<file path="src/rtl/zigzag_dequant.sv">
// zigzag_dequant: dequantizes zigzag-ordered coefficients against a loadable
// quant table, saturates them to OUT_W signed bits, scatters them into raster
// order and emits each finished 8x8 block as one wide word for the IDCT.
module zigzag_dequant #(
  parameter int COEF_W = 12,
  parameter int QT_W   = 8,
  parameter int OUT_W  = 8
) (
  input  logic                  clk,
  input  logic                  rst,
  input  logic                  s_valid,
  output logic                  s_ready,
  input  logic [COEF_W-1:0]     s_data,
  input  logic                  s_last,
  input  logic                  qt_we,
  input  logic [5:0]            qt_addr,
  input  logic [QT_W-1:0]       qt_data,
  output logic [64*OUT_W-1:0]   data_out,
  output logic                  m_valid
);

  // Product width: signed coefficient times zero-extended quant value.
  localparam int PW = COEF_W + QT_W + 1;
  localparam logic signed [PW-1:0] SAT_MAX = PW'((64'sd1 <<< (OUT_W - 1)) - 64'sd1);
  localparam logic signed [PW-1:0] SAT_MIN = ~SAT_MAX;

  localparam logic [0:0] ST_FILL  = 1'b0;
  localparam logic [0:0] ST_FLUSH = 1'b1;

  logic [0:0]             state_r;
  logic [5:0]             idx_r;
  logic [QT_W-1:0]        qt_r [64];
  logic [64*OUT_W-1:0]    buf_r;
  logic [64*OUT_W-1:0]    buf_next_s;
  logic [64*OUT_W-1:0]    data_out_r;
  logic                   m_valid_r;
  logic                   s_ready_s;
  logic                   beat_s;
  logic                   final_s;
  logic signed [PW-1:0]   prod_s;
  logic signed [OUT_W-1:0] sat_s;
  logic [5:0]             raster_s;

  // Fixed JPEG zigzag scan: zigzag index -> raster position (row*8+col).
  function automatic logic [5:0] zz2raster(input logic [5:0] zz);
    logic [5:0] r;
    case (zz)
      6'd0:  r = 6'd0;   6'd1:  r = 6'd1;   6'd2:  r = 6'd8;   6'd3:  r = 6'd16;
      6'd4:  r = 6'd9;   6'd5:  r = 6'd2;   6'd6:  r = 6'd3;   6'd7:  r = 6'd10;
      6'd8:  r = 6'd17;  6'd9:  r = 6'd24;  6'd10: r = 6'd32;  6'd11: r = 6'd25;
      6'd12: r = 6'd18;  6'd13: r = 6'd11;  6'd14: r = 6'd4;   6'd15: r = 6'd5;
      6'd16: r = 6'd12;  6'd17: r = 6'd19;  6'd18: r = 6'd26;  6'd19: r = 6'd33;
      6'd20: r = 6'd40;  6'd21: r = 6'd48;  6'd22: r = 6'd41;  6'd23: r = 6'd34;
      6'd24: r = 6'd27;  6'd25: r = 6'd20;  6'd26: r = 6'd13;  6'd27: r = 6'd6;
      6'd28: r = 6'd7;   6'd29: r = 6'd14;  6'd30: r = 6'd21;  6'd31: r = 6'd28;
      6'd32: r = 6'd35;  6'd33: r = 6'd42;  6'd34: r = 6'd49;  6'd35: r = 6'd56;
      6'd36: r = 6'd57;  6'd37: r = 6'd50;  6'd38: r = 6'd43;  6'd39: r = 6'd36;
      6'd40: r = 6'd29;  6'd41: r = 6'd22;  6'd42: r = 6'd15;  6'd43: r = 6'd23;
      6'd44: r = 6'd30;  6'd45: r = 6'd37;  6'd46: r = 6'd44;  6'd47: r = 6'd51;
      6'd48: r = 6'd58;  6'd49: r = 6'd59;  6'd50: r = 6'd52;  6'd51: r = 6'd45;
      6'd52: r = 6'd38;  6'd53: r = 6'd31;  6'd54: r = 6'd39;  6'd55: r = 6'd46;
      6'd56: r = 6'd53;  6'd57: r = 6'd60;  6'd58: r = 6'd61;  6'd59: r = 6'd54;
      6'd60: r = 6'd47;  6'd61: r = 6'd55;  6'd62: r = 6'd62;  6'd63: r = 6'd63;
      default: r = zz;
    endcase
    return r;
  endfunction

  // Clamp a full-precision product into the signed output range.
  function automatic logic signed [OUT_W-1:0] saturate(input logic signed [PW-1:0] p);
    logic signed [OUT_W-1:0] v;
    if (p > SAT_MAX) begin
      v = SAT_MAX[OUT_W-1:0];
    end else if (p < SAT_MIN) begin
      v = SAT_MIN[OUT_W-1:0];
    end else begin
      v = p[OUT_W-1:0];
    end
    return v;
  endfunction

  // Upstream may only hand over coefficients while filling and out of reset.
  assign s_ready_s = ~rst & (state_r == ST_FILL);
  assign beat_s    = s_valid & s_ready_s;
  assign final_s   = beat_s & ((idx_r == 6'd63) | s_last);
  assign raster_s  = zz2raster(idx_r);
  assign prod_s    = $signed(s_data) * $signed({1'b0, qt_r[idx_r]});
  assign sat_s     = saturate(prod_s);

  // Work buffer with the current beat merged in at its raster position.
  always_comb begin
    buf_next_s = buf_r;
    if (beat_s) begin
      buf_next_s[raster_s*OUT_W +: OUT_W] = sat_s;
    end else begin
      buf_next_s = buf_r;
    end
  end

  // Quant table: reset to unity; writes land the following cycle, so a beat
  // in the same cycle still reads the previous entry.
  always_ff @(posedge clk) begin
    if (rst) begin
      for (int i = 0; i < 64; i++) begin
        qt_r[i] <= QT_W'(1);
      end
    end else if (qt_we) begin
      qt_r[qt_addr] <= qt_data;
    end
  end

  // Block assembly: fill on beats, publish the finished block on the final
  // beat so m_valid is visible during the single FLUSH cycle, then clear.
  always_ff @(posedge clk) begin
    if (rst) begin
      state_r    <= ST_FILL;
      idx_r      <= 6'd0;
      buf_r      <= '0;
      data_out_r <= '0;
      m_valid_r  <= 1'b0;
    end else begin
      case (state_r)
        ST_FILL: begin
          m_valid_r <= final_s;
          if (beat_s) begin
            buf_r <= buf_next_s;
            if (final_s) begin
              state_r    <= ST_FLUSH;
              idx_r      <= 6'd0;
              data_out_r <= buf_next_s;
            end else begin
              idx_r <= idx_r + 6'd1;
            end
          end
        end
        ST_FLUSH: begin
          m_valid_r <= 1'b0;
          buf_r     <= '0;
          state_r   <= ST_FILL;
        end
        default: begin
          m_valid_r <= 1'b0;
          buf_r     <= '0;
          idx_r     <= 6'd0;
          state_r   <= ST_FILL;
        end
      endcase
    end
  end

  assign s_ready  = s_ready_s;
  assign data_out = data_out_r;
  assign m_valid  = m_valid_r;

endmodule
</file>
<file path="config.mk">
export PLATFORM = sky130hd
export DESIGN_NAME = zigzag_dequant
export DESIGN_NICKNAME = d
export VERILOG_FILES = /design/src/rtl/zigzag_dequant.sv
export SDC_FILE = /design/constraint.sdc
export NUM_CORES = 2
export LEC_CHECK = 0
export CORE_AREA = 2 2 389 391
export CTS_CLUSTER_SIZE = 20
export DETAILED_ROUTE_END_ITERATION = 16
export DIE_AREA = 0 0 391 393
export PLACE_DENSITY = 0.73
export SYNTH_ARGS = -nofsm -noshare
export SYNTH_HDL_FRONTEND = slang
export SYNTH_SLANG_ARGS = --single-unit
</file>
<file path="constraint.sdc">
create_clock -name clk -period 20.2 [get_ports clk]
set_clock_uncertainty 0.05 [all_clocks]
set_input_delay 2.02 -clock clk [delete_from_list [all_inputs] [get_ports clk]]
set_output_delay 2.02 -clock clk [all_outputs]
set_load 0.02 [all_outputs]
</file>
After elaboration in Yosys (flattened, before gate mapping)
Memories as Yosys holds them, arrays and structs flattened. A register that Yosys moved wholly into a read port is not among the register bits.
Index checks and enable logic that the tools add are counted.
- reduce and logical (&&, ||, !) cells: 3
- multiplexer cells: 22
- $mul: 1
- shift-type cells: 2
- $add $sub $neg: 2
- bitwise gates (word level): 6
- eq/ne operators: 2
- magnitude comparators: 2
- operators by type and width (cell ; count):
    512-bit case mux with 2 select lines ; 1
    512-bit bitwise mux ; 1
    512-bit 2-to-1 mux ; 1
    8-bit by 34-bit variable shift with 512-bit output (first input constant) ; 1
    8-bit by 34-bit variable part select with 512-bit output ; 1
    6-bit 2-to-1 mux ; 6
    9-bit negator with 34-bit output ; 1
    8-bit 2-to-1 mux ; 3
    21-bit by 8-bit greater-than comparator with 1-bit output (second input constant) ; 1
    21-bit by 8-bit less-than comparator with 1-bit output (second input constant) ; 1
    12-bit by 9-bit multiplier with 21-bit output ; 1
    1-bit 2-to-1 mux ; 8
    8-bit OR reduction ; 1
    6-bit by 1-bit adder with 6-bit output (second input constant) ; 1
    6-bit == test (second input constant) ; 1
    1-bit case mux with 2 select lines ; 2
    1-bit bitwise AND ; 3
    3-bit AND reduction ; 1
    2-bit inequality test (second input constant) ; 1
    1-bit inverter ; 2
    2-bit AND reduction ; 1
    1-bit bitwise OR ; 1
- register bits: 1032
- RAM bits: 512
- output and inout bits: 514
- bits in read-only memories: 384
- word-level logic and storage cells: 47
- bits of input ports: 31
- memories: 2
- memory list (name ; depth ; bits a word ; read ports ; clocked after Yosys merged registers in ; write ports ; RTL line ; RTL):
    qt_r ; 64 ; 8 ; 1 ; 1 ; 64 ; 32 ; logic [QT_W-1:0] qt_r [64];
    (name not given) ; 64 ; 6 ; 1 ; 1 ; 0 ; 47 ; case (zz)

Longest topological paths before layout
- word-level depth: 8
- mapped depth: 31
- mapped depth without buffers: 23

Worst setup path before layout
Ideal clock, no wire load.
- path type: register to register
- start: reg (tool-made name)
- end: reg buf_r[128]
- clock period less this slack: 8420 ps
- arrival: 8253 ps
- required time: 20033 ps
- slack: 11780 ps
- cell stages (with the launch flop): 27
- library setup time: 117 ps
- path buffers: 6
- cell sequence: dfxtp_1 buf_2 clkbuf_1 buf_1 mux4_2 mux4_2 mux4_2 clkbuf_1 nand2_1 fa_1 fa_1 inv_1 fa_1 inv_1 fa_1 inv_1 ha_1 buf_4 and3_1 a221oi_2 o21bai_1 o21bai_2 nand4_1 o41a_1 clkbuf_1 or2_2 a22o_1
- RTL lines (what ; RTL line ; RTL):
    to (signal assigned) ; 126 ; buf_r <= buf_next_s;
    to (decl) ; 33 ; logic [64*OUT_W-1:0] buf_r;

==> flow_summary.yaml <==
outcome:
  outcome: "complete, no violations"
global_route:
  met1_usage: 0.444
  overflow: 0
  busiest_layer: "met2"
  use_met2: 0.501
  grt_pass1_vias: 60400
  track_usage: 0.342
  grt_max_degree: 164
  grt_first_pass_wirelength_um: 396000
  grt_use_met3: 0.103
  antenna_found_initial: 16
timing:
  fmax_ghz: 0.0851
  whs_ps: 398
  tightest_slew_ps: 1450
  period_needed_ps: 11750
  finalHoldViolations: 0
  maxSlewViolCount: 0
  fin_crit_sh: 0.582
  rsz0062_at_grt: "no"
  slew_headroom: 0.0291
  final.setup.tns_ps: 0
  setup_viol: 0
clocking:
  cts_resized: 0
  clk_latency_ps: 830
  cts_buffers: 162
  postCtsSetupBuffers: 0
  clockBufferDepth: 3
  clk_pin_slew_ps: 60
  hold_buffers: 0
  cts_max_level: 4
  tritoncts: "done"
  cts_root_buffer: "clkbuf_16"
  clock-sinks: 1555
synth:
  synthesis.nets: 7726
  synthTopCellsByArea: "dfxtp_1, edfxtp_1, mux4_2, o21ai_0, and2_1"
  synth.distinct_cells: 86
  avgSynthCellArea_um2: 9.81
  synth_common_cells: "dfxtp_1, nand2_1, o21ai_0"
  synth_top_flop_cell: "dfxtp_1"
  yosysMostFrequentCell: "dfxtp_1"
  synth_edf_count: 512
  ys_seq_area_frac: 0.489
  ys.warnings.count: 0
  synth_top_area_frac: 0.282
  syn-cell-area_um2: 74100
  synth_seq_cells: 1555
  syn_inst: 7561
  async_flop_share: 0
  yosysTopAreaCell: "dfxtp_1"
pwr:
  combPwrFrac: 0.504
  internal-power_w: 0.00633
  p_leak_nw: 28.3
  switchingPower_w: 0.00674
  pwr-share-seq: 0.257
  max-vdd-ir-drop_uv: 706
  p_sw_frac: 0.516
  clkPwrFrac: 0.239
  powerDensity_nw_per_um2: 152
final_layout:
  multi_input_area_um2: 34800
  syn2layout_area_growth_pct: 16.1
  n_fill_cell: 12500
  utilization: 0.577
  final-seq-area_um2: 36300
  fin_area_um2: 86100
  drive_above_1_share: 0.0880
  nets: 7830
setup_path:
  rrSetupSlack_ps: 8450
  path_class: "reg -> reg"
  arrival_ps: 12420
  critPathLaunchType: "register"
  r2r-end: "data_out[249]"
  crit_path_max_fanout: 77
  endpoint_kind: "register"
  worst_ep_required_time_ps: 20870
  endpoint: "data_out[249]"
  r2r_cells: 22
drt:
  drt_iter0_drc: 8704
  dr.pass1.iters: 6
  drc: 0
  viasPerCell: 6.62
  ant_nets: 0
  wl_um: 271000
  vias: 64500
  wire_per_inst_um: 27.9
placement:
  place_congestion: 0.939
  io_buffers: 544
  placed_area_um2: 80600
  dp_hpwl_um: 176000
floorplan:
  die_y_um: 393
  die-area_um2: 154000
  io_pins: 545
  placementRows: 142
  start_util: 0.497
  die_w_um: 391
  core_um2: 149000
min_path:
  hold_path_class: "reg -> reg"
flow_run:
  drv_cap: 0
how the worst min path moves through the flow:
stage	from	to	slack, ps	cells after the start
final	buf_r[386]	buf_r[386]	400	2
after global routing	buf_r[50]	buf_r[50]	420	2
after CTS	buf_r[194]	buf_r[194]	400	2
after detailed placement	buf_r[276]	buf_r[276]	390	2
after global placement	buf_r[274]	buf_r[274]	380	2
after floorplan	buf_r[374]	buf_r[374]	370	2
state kept, by name, summed over array words and instances (netlist names), named ones only:
register,flops
data_out,512
raster_s,6
qt_r,512
state_r,1
idx_r,6
buf_r,512
logic make-up after synthesis:
group                    share of synthesized area
flip-flops                                   0.489
XOR/XNOR                                   0.00376
adder cells (fa/ha/maj)                     0.0305
buffers and inverters                       0.0469
multiplexers                                0.0575
AND/OR/NAND/NOR                              0.143
AO/OA/AOI/OAI                                0.230
per-stage QoR:
stage                     worst slack (ps)  cells  power [W]
after floorplan                      11780   7561    0.00719
after global placement                8800   9444    0.00954
after detailed placement              8660   9444    0.00961
after CTS                             8620   9729     0.0127
after global routing                  7990   9730     0.0132
final                                 8450   9736     0.0131
power by group through the flow:
stage / sequential (W) / combinational (W) / clock, W
finish: 0.00336 / 0.00659 / 0.00312
global route: 0.00337 / 0.00662 / 0.00325
detailed placement: 0.00343 / 0.00618 / 0
floorplan: 0.00342 / 0.00377 / 0
CTS: 0.00336 / 0.00619 / 0.00313
global placement: 0.00342 / 0.00611 / 0
critical path, stage by stage (launching register included):
cell	delay [ps]
dfxtp_4	860
buf_4	830
mux4_2	620
mux4_2	550
mux4_2	680
and2_1	240
fa_1	480
fa_1	500
fa_1	490
inv_1	50
fa_1	470
inv_1	40
ha_1	440
a21oi_1	360
o221ai_1	240
nor2b_1	180
or4_4	530
a2111oi_4	580
and3_4	630
buf_4	800
buf_4	890
o22ai_4	470
o31ai_1	380
placed cells by master (no fill, tap or decap), types with 113 or more instances in the layout:
cell type | synthesis | routed
a31oi_1 | 113 | 113
clkbuf_16 | 0 | 171
nor2_1 | 333 | 326
o221ai_1 | 141 | 141
a22o_1 | 278 | 278
inv_1 | 132 | 130
mux4_2 | 163 | 163
edfxtp_1 | 512 | 512
o211ai_1 | 282 | 282
a21oi_1 | 388 | 387
o21ai_0 | 706 | 706
buf_4 | 2 | 159
and2_1 | 529 | 529
nand2_1 | 880 | 874
clkdlybuf4s50_1 | 0 | 535
o21a_1 | 203 | 203
dfxtp_1 | 1043 | 1039
cell type report:
class                   instances  area share
clock inverters                56     0.00876
well taps                    1944      0.0282
flip-flops and latches       1555       0.421
multi-input cells            5107       0.404
inverters                     135     0.00606
repair buffers                704      0.0770
clock buffers                 229      0.0550
diodes                          6    0.000174
layer usage:
metal | vias to the layer above | share of wire
met4 | 22 | 0.071
li1 | 28000 | -
met1 | 31200 | 0.37
met5 | - | 0.00052
met2 | 4318 | 0.43
met3 | 900 | 0.13
No activity file was read; power rests on OpenSTA's default activity.
